**config.mk**
```make
export PLATFORM = sky130hd
export DESIGN_NAME = regfile_wr_arbiter
export DESIGN_NICKNAME = d
export VERILOG_FILES = /design/src/rtl/regfile_wr_arbiter.sv
export SDC_FILE = /design/constraint.sdc
export NUM_CORES = 1
export LEC_CHECK = 0
export BUFFER_PORTS_ARGS = -buffer_cell sky130_fd_sc_hd__buf_2
export CAP_MARGIN = 10
export CORE_MARGIN = 1.5
export CORE_UTILIZATION = 40
export DETAILED_ROUTE_END_ITERATION = 10
export HOLD_SLACK_MARGIN = 0.02
export PLACE_DENSITY = 0.79
export SLEW_MARGIN = 15
export SYNTH_ARGS = -nofsm -noshare
export SYNTH_HDL_FRONTEND = slang
export SYNTH_SLANG_ARGS = --single-unit
```
**constraint.sdc**
```tcl
create_clock -name Clk -period 2.05 [get_ports Clk]
set_input_delay 0.205 -clock Clk [delete_from_list [all_inputs] [get_ports Clk]]
set_output_delay 0.205 -clock Clk [all_outputs]
set_load 0.01 [all_outputs]
```
**src/rtl/regfile_wr_arbiter.sv**
```systemverilog
// Round-robin arbiter sharing the single register file write port among NREQ writeback sources.
// Grant, write enable, address and data are all registered; one grant per request.
module regfile_wr_arbiter #(
  parameter int unsigned NREQ = 3,
  parameter int unsigned DW   = 32,
  parameter int unsigned AW   = 4
) (
  input  logic               Clk,
  input  logic               Rst,
  input  logic               Hold,
  input  logic [NREQ-1:0]    Req,
  input  logic [NREQ*AW-1:0] ReqAddr,
  input  logic [NREQ*DW-1:0] ReqData,
  output logic [NREQ-1:0]    Gnt,
  output logic               WrEn,
  output logic [AW-1:0]      WrAddr,
  output logic [DW-1:0]      WrData
);

  localparam int unsigned PW = (NREQ > 1) ? $clog2(NREQ) : 1;

  logic [NREQ-1:0] gnt_q, gnt_d;
  logic            wr_en_q, wr_en_d;
  logic [AW-1:0]   wr_addr_q, wr_addr_d;
  logic [DW-1:0]   wr_data_q, wr_data_d;
  logic [PW-1:0]   ptr_q, ptr_d;

  logic [AW-1:0]   req_addr [NREQ];
  logic [DW-1:0]   req_data [NREQ];
  logic [NREQ-1:0] elig;
  logic            found;
  logic [PW-1:0]   win;
  logic [PW:0]     sum;
  logic [PW-1:0]   idx;

  for (genvar i = 0; i < NREQ; i++) begin : gen_split
    assign req_addr[i] = ReqAddr[i*AW +: AW];
    assign req_data[i] = ReqData[i*DW +: DW];
  end

  // A requester whose grant is currently high is not eligible again this cycle.
  assign elig = Req & ~gnt_q;

  // Scan ptr, ptr+1, ... with explicit wrap so non-power-of-2 NREQ works.
  always_comb begin
    found = 1'b0;
    win   = '0;
    sum   = '0;
    idx   = '0;
    for (int unsigned k = 0; k < NREQ; k++) begin
      sum = {1'b0, ptr_q} + (PW+1)'(k);
      if (sum >= (PW+1)'(NREQ)) begin
        sum = sum - (PW+1)'(NREQ);
      end
      idx = sum[PW-1:0];
      if (!found && elig[idx]) begin
        found = 1'b1;
        win   = idx;
      end
    end
  end

  always_comb begin
    gnt_d     = '0;
    wr_en_d   = 1'b0;
    wr_addr_d = wr_addr_q;
    wr_data_d = wr_data_q;
    ptr_d     = ptr_q;
    if (!Hold && found) begin
      gnt_d[win] = 1'b1;
      wr_en_d    = 1'b1;
      wr_addr_d  = req_addr[win];
      wr_data_d  = req_data[win];
      ptr_d      = (win == PW'(NREQ - 1)) ? '0 : win + PW'(1);
    end
  end

  always_ff @(posedge Clk) begin
    if (!Rst) begin
      gnt_q     <= '0;
      wr_en_q   <= 1'b0;
      wr_addr_q <= '0;
      wr_data_q <= '0;
      ptr_q     <= '0;
    end else begin
      gnt_q     <= gnt_d;
      wr_en_q   <= wr_en_d;
      wr_addr_q <= wr_addr_d;
      wr_data_q <= wr_data_d;
      ptr_q     <= ptr_d;
    end
  end

  assign Gnt    = gnt_q;
  assign WrEn   = wr_en_q;
  assign WrAddr = wr_addr_q;
  assign WrData = wr_data_q;

endmodule
```
==> impl_metrics.csv, run 1 <==
group,metric,value,unit
sta,fin_crit,2.127,ns
yosys,syn-num-nets,381,
worst_setup_path,crit_path_max_incr_delay,0.34,ns
clock_network,cts_inserted_buffers,5,
global_route,grt_max_degree,38,
yosys,ys.flop_type,"dfxtp_1",
finish,drive_gt1_frac,0.5978,
global_route,grt_pass1_vias,2616,
drt,remaining_drc_errors,0,
global_route,grt_usage,0.2080,
sta,maxSlewHeadroom,0.7151,
yosys,synth_edf_count,0,
power,p_int,2.132,mW
worst_setup_path,r2r_end,"WrData[23]",
clock_network,cts_root_buf,"clkbuf_8",
global_route,grt_first_pass_wirelength,11.84,mm
yosys,synth_top_cell_area_share,0.3208,
worst_setup_path,r2r_cells,12,
yosys,avgSynthCellArea,9.929,sq um
power,seqPwrFrac,0.322,
yosys,async_flop_share,0,
clock_network,htreeDepth,2,
drt,highest_layer,"met4",
drt,wirelength_met1,3.238,mm
die,pin_count,154,
worst_setup_path,r2r_slack,-0.08,ns
yosys,ys_types,45,
sta,finalClockSkew,0.01141,ns
clock_network,cts.sinks,42,
power,total_power,3.222,mW
sta,setup_viol_count_final,37,
worst_setup_path,crit_top_cell,"buf_4",
clock_network,clkTransAtPathRegs,0.09,ns
power,p_per_area,778.9,nW/um^2
worst_setup_path,cp-start-kind,"register",
place,io_buffers,153,
drt,final_antenna_net_count,0,
yosys,syn-instance-count,264,
finish,fin_area,4136,sq um
drt,drt_iter0_markers,88,
worst_setup_path,cp.arrival,2.30,ns
sta,period_share,1.038,
worst_setup_path,crit_chain,"inv_1 -> ha_4 -> buf_6 -> and2b_1 -> buf_4 -> o21ai_2 -> o211a_4 -> buf_4 -> a31o_4 -> clkbuf_16 -> nand2_1 -> o221ai_2",
finish,final_util,0.6514,
sta,tightest_slew,0.4265,ns
drt,post_drt_wl_per_cell,15.54,um
finish,fill_cells,551,
power,comb_power_share,0.467,
yosys,ys_seq_elements,42,
power,p_clk_frac,0.211,
flow_run,cap_violations,0,
die,core_area,6350,sq um
finish,diodes,0,
finish,seq_area,845.8,sq um
clock_network,cts_tree,"built",
power,p_leak,2.201,nW
run_status,status,"complete, but fails checks",
sta,clock.fmax,470.0,MHz
die,die_area,7048,sq um
sta,hold_viol_final,0,
worst_setup_path,cp.required,2.22,ns
yosys,synth_area_leaders,"dfxtp_1, o221ai_2, mux2i_1, inv_1, nand2_1",
drt,wl_met3,518,um
global_route,grt-ovfl-total,0,
worst_setup_path,cpMaxStageDelayCell,"dfxtp_2",
die,fp.dieH,83.95,um
clock_network,clk_latency,0.30,ns
sta,drv_slew,0,
yosys,synth_commonest_cells,"dfxtp_1, inv_1, nand2_1, mux2i_1, o221ai_2",
yosys,yosysMostFrequentCell,"dfxtp_1",
worst_setup_path,r2r_start,"ptr_q[1]",
drt,drt_first_pass_iters,4,
drt,wl_met2,4.424,mm
global_route,antenna_found_initial,0,
place,dp.final_hpwl,5.238,mm
drt,wl,8.269,mm
worst_setup_path,endpoint_kind,"register",
clock_network,cts_buffer_depth,2,
die,die_x,83.95,um
sta,hold_ws,0.1879,ns
place,globalplace.congestion,0.8742,
drt,vias,2692,
yosys,syn_area,2621,sq um
worst_setup_path,critPathCapture,"WrData[23]",
sta,rsz0062_at_grt,"yes",
drt,via_per_inst,5.060,
finish,multiInputGateArea,1603,sq um
power,vdd_drop_max,494.4,uV
worst_setup_path,crit_path_start,"ptr_q[1]",
worst_setup_path,path_class,"register to register",
run_status,violations,"negative setup slack",
yosys,ys.warnings.count,0,
die,num_rows,29,
finish,area_growth,57.80,%
finish,num-nets-final,572,
min_path,hold_path_class,"primary input to register",
place,placed_area,3568,sq um
clock_network,ctsHoldBuffers,0,
sta,setup_slack,-0.07747,ns
power,swShare,0.3383,
die,start_util,0.4128,
yosys,synth_top_area_cell,"dfxtp_1",
yosys,yosysSeqAreaShare,0.3208,
worst_setup_path,cp_max_fo,9,
power,power.switching,1.090,mW
## worst max-delay path: cells and delay by family, from the launching register on
family	cells	cell delay, ns
buf+inv	5	0.63
compound gates	4	0.55
simple gates	2	0.30
flops	1	0.34
fa+ha+maj	1	0.18
## stage by stage
step	setup TNS [ns]	worst slack, ns	std cells
global placement	-12.27	-0.3620	501
detailed placement	-14.81	-0.4411	501
floorplan	0	0.01430	264
CTS	0	0.004135	521
global route	-4.692	-0.1499	532
finish	-1.554	-0.07747	532
## area by class of cell
cell class	instances	share of cell area
clock buffer	6	0.01996
tap	77	0.02329
timing repair buffer	200	0.3215
multi-input combinational	167	0.3875
clock inverter	1	0.007260
sequential	42	0.2045
inverter	39	0.03600
## cells by family after synthesis
group,count (synthesis),synth area share
buf+inv,56,0.1203
flops,42,0.3208
mux,36,0.1375
fa+ha+maj,3,0.01432
simple gates,63,0.1303
compound gates,64,0.2769
## worst min path at each step
| stage | from | endpoint | slack [ns] | cells after the start |
|---|---|---|---|---|
| after floorplan | Rst | WrData[1] | 0.38 | 2 |
| after global placement | WrData[4] | WrData[4] | 0.44 | 2 |
| after detailed placement | WrData[28] | WrData[28] | 0.44 | 2 |
| after CTS | ReqAddr[5] | WrAddr[1] | 0.19 | 3 |
| after global routing | ReqData[46] | WrData[14] | 0.19 | 3 |
| final | ReqData[60] | WrData[28] | 0.19 | 3 |
## layout by cell type, fill, tap and decap left out, drive strengths merged
| master | n |
|---|---|
| o22ai | 1 |
| bufinv | 1 |
| o21ai | 5 |
| o211a | 1 |
| o221a | 1 |
| or3b | 1 |
| inv | 39 |
| mux2i | 36 |
| a2111oi | 2 |
| nand2b | 4 |
| a211oi | 1 |
| o211ai | 2 |
| nor3 | 3 |
| clkbuf | 12 |
| a311oi | 1 |
| buf | 194 |
| a21boi | 1 |
| a31o | 1 |
| ha | 3 |
| nor2 | 7 |
| dfxtp | 42 |
| nor2b | 5 |
| nand2 | 37 |
| a21o | 2 |
| nor3b | 1 |
| a21oi | 9 |
| and2b | 3 |
| o221ai | 35 |
| a22oi | 1 |
| nand3b | 1 |
| nand3 | 1 |
| o31a | 1 |
| and2 | 1 |
## per-layer routing
metal	vias up	global-route usage
li1	1322	-
met1	1248	0.2300
met2	113	0.3988
met3	9	0.04649
met4	0	0.05067
met5	-	0
## flip-flops by register name (all words and copies together), names as in the netlist
name and count:
WrData 32, Gnt 3, ptr_q 2, WrEn 1
WrAddr 4
## timing repair
| action | CTS | global route |
|---|---|---|
| endpoints found under the hold margin | 0 | 0 |
| gates resized for setup | 10 | 19 |
| endpoints found under the setup margin | 41 | 41 |
| buffers inserted | 12 | 3 |
| pin swaps | 6 | 5 |
| cloned | 1 | 8 |
## power groups by stage
| stage | Clock, mW | Combinational, mW | Sequential (mW) |
|---|---|---|---|
| after floorplan | 0 | 0.733 | 1.11 |
| after global placement | 0 | 1.17 | 1.05 |
| after global routing | 0.740 | 1.62 | 1.06 |
| final | 0.679 | 1.50 | 1.04 |
| after CTS | 0.690 | 1.34 | 1.03 |
| after detailed placement | 0 | 1.21 | 1.05 |
Power figures use the tool's default switching activity.
==> run 2, diff against run 1 <==
- CORE_MARGIN: 1.5 -> default
- PLACE_DENSITY: 0.79 -> default
- PLACE_DENSITY_LB_ADDON: default -> 0.15
==> impl_metrics.csv, run 2 (synthesis results as in run 1) <==
group,metric,value,unit
run_status,status,"complete, but fails checks",
run_status,violations,"negative setup slack",
worst_setup_path,cp-start-kind,"register",
worst_setup_path,crit_chain,"buf_6 -> ha_4 -> inv_4 -> o31a_1 -> a21oi_4 -> nor2_8 -> buf_4 -> mux2i_2 -> o221ai_2",
finish,drive_gt1_frac,0.6071,
global_route,grt-ovfl-total,0,
drt,wl,7.295,mm
finish,layout_commonest_cell,"buf_2",
place,placed_area,3613,sq um
clock_network,cts_inserted_buffers,5,
finish,largest_reg_flops,32,
power,total_power,3.046,mW
finish,diodes,0,
sta,setup_viol_count_final,9,
global_route,grt_first_pass_wirelength,11.70,mm
die,die_x,82.95,um
power,vdd_drop_max,405.1,uV
worst_setup_path,cp.arrival,2.26,ns
worst_setup_path,cp.required,2.24,ns
sta,fin_crit,2.072,ns
power,p_int,1.972,mW
finish,area_growth,53.37,%
place,dp.final_hpwl,5.198,mm
clock_network,clk_latency,0.30,ns
clock_network,htreeDepth,2,
drt,drt_iter0_markers,82,
die,die_area,6881,sq um
drt,vias,2634,
worst_setup_path,cpMaxStageDelayCell,"dfxtp_2",
min_path,hold_path_class,"primary input to register",
worst_setup_path,cp_max_fo,6,
die,num_rows,29,
global_route,grt_usage,0.2058,
drt,post_drt_wl_per_cell,13.90,um
die,pin_count,154,
place,globalplace.congestion,0.8105,
power,p_per_area,757.6,nW/um^2
clock_network,ctsHoldBuffers,0,
power,p_clk_frac,0.179,
finish,num-nets-final,564,
worst_setup_path,critPathTopFamily,"compound AO/OA/AOI/OAI gates",
clock_network,cts_buffer_depth,2,
global_route,grt_pass1_vias,2580,
worst_setup_path,path_class,"register to register",
global_route,grt_max_degree,26,
sta,setup_slack,-0.02211,ns
sta,clock.fmax,482.6,MHz
die,core_area,6350,sq um
global_route,antenna_found_initial,0,
power,swShare,0.3525,
sta,finalClockSkew,0.004088,ns
sta,hold_viol_final,0,
worst_setup_path,endpoint_kind,"register",
clock_network,cts_tree,"built",
sta,rsz0062_at_grt,"yes",
flow_run,cap_violations,0,
sta,drv_slew,0,
finish,final_cell_mix,"buf_2, dfxtp_1, inv_1, nand2_1, o221ai_2",
sta,maxSlewHeadroom,0.6902,
worst_setup_path,critPathBufInv,3,
place,io_buffers,153,
die,start_util,0.4128,
power,power.switching,1.074,mW
worst_setup_path,crit_path_max_incr_delay,0.34,ns
clock_network,cts_root_buf,"clkbuf_8",
finish,fin_area,4020,sq um
clock_network,cts.sinks,42,
power,p_leak,2.055,nW
die,fp.dieH,82.95,um
power,seqPwrFrac,0.339,
drt,via_per_inst,5.017,
drt,drt_first_pass_iters,6,
sta,period_share,1.011,
clock_network,clkTransAtPathRegs,0.09,ns
drt,remaining_drc_errors,0,
sta,tightest_slew,0.4638,ns
finish,final_util,0.6331,
power,comb_power_share,0.482,
drt,final_antenna_net_count,0,
==> run 2: path summary, 6_finish.rpt <==
| check | slack [ns] | from | cells after the start | to |
|---|---|---|---|---|
| max | -0.02 | ptr_q[1] | 9 | WrAddr[3] |
| min | 0.19 | ReqData[62] | 3 | WrData[30] |
| min reg2reg | 0.47 | WrData[22] | 2 | WrData[22] |
| max reg2reg | -0.02 | ptr_q[1] | 9 | WrAddr[3] |
==> run 2: metal layers <==
layer / vias to the layer above / share of wire / track usage
met2: 106 / 0.50 / 0.3681
li1: 1309 / - / -
met3: 15 / 0.060 / 0.04871
met5: - / 0 / 0
met1: 1204 / 0.42 / 0.2378
met4: 0 / 0.019 / 0.07367
==> run 2: tightest hold or removal path, stage by stage <==
cell and delay [ns]:
buf_2 0.07, mux2i_1 0.06, o221ai_2 0.11
==> run 2: layout make-up <==
class / count / area (sq um)
Clock buffer: 6 / 72.57
Timing Repair Buffer: 192 / 1187
Fill cell: 575 / 2330
Sequential cell: 42 / 843.3
Clock inverter: 2 / 13.76
Inverter: 39 / 148.9
Multi-Input combinational cell: 167 / 1658
Tap cell: 77 / 96.34
==> run 2: power groups by stage <==
stage               registers (mW)  logic, mW  clock network, mW
global route                  1.05       1.57              0.593
floorplan                     1.11      0.733                  0
detailed placement            1.05       1.22                  0
finish                        1.03       1.47              0.547
global placement              1.04       1.21                  0
CTS                           1.03       1.34              0.566
==> run 2: what timing repair did <==
item	CTS	global route
endpoints found under the hold margin	0	0
buffers inserted	7	1
gates cloned	1	1
setup endpoints to repair	40	39
pin swaps	9	11
resized for setup	12	26
==> run 2: metrics by stage <==
step | TNS (ns) | setup slack [ns] | instances | hold slack, ns
after CTS | -0.01051 | -0.01051 | 523 | 0.1772
after detailed placement | -15.64 | -0.4880 | 507 | 0.4437
after global routing | -2.091 | -0.07576 | 525 | 0.1823
final | -0.09726 | -0.02211 | 525 | 0.1866
after global placement | -14.76 | -0.4290 | 507 | 0.4397
after floorplan | 0 | 0.01430 | 264 | 0.3780
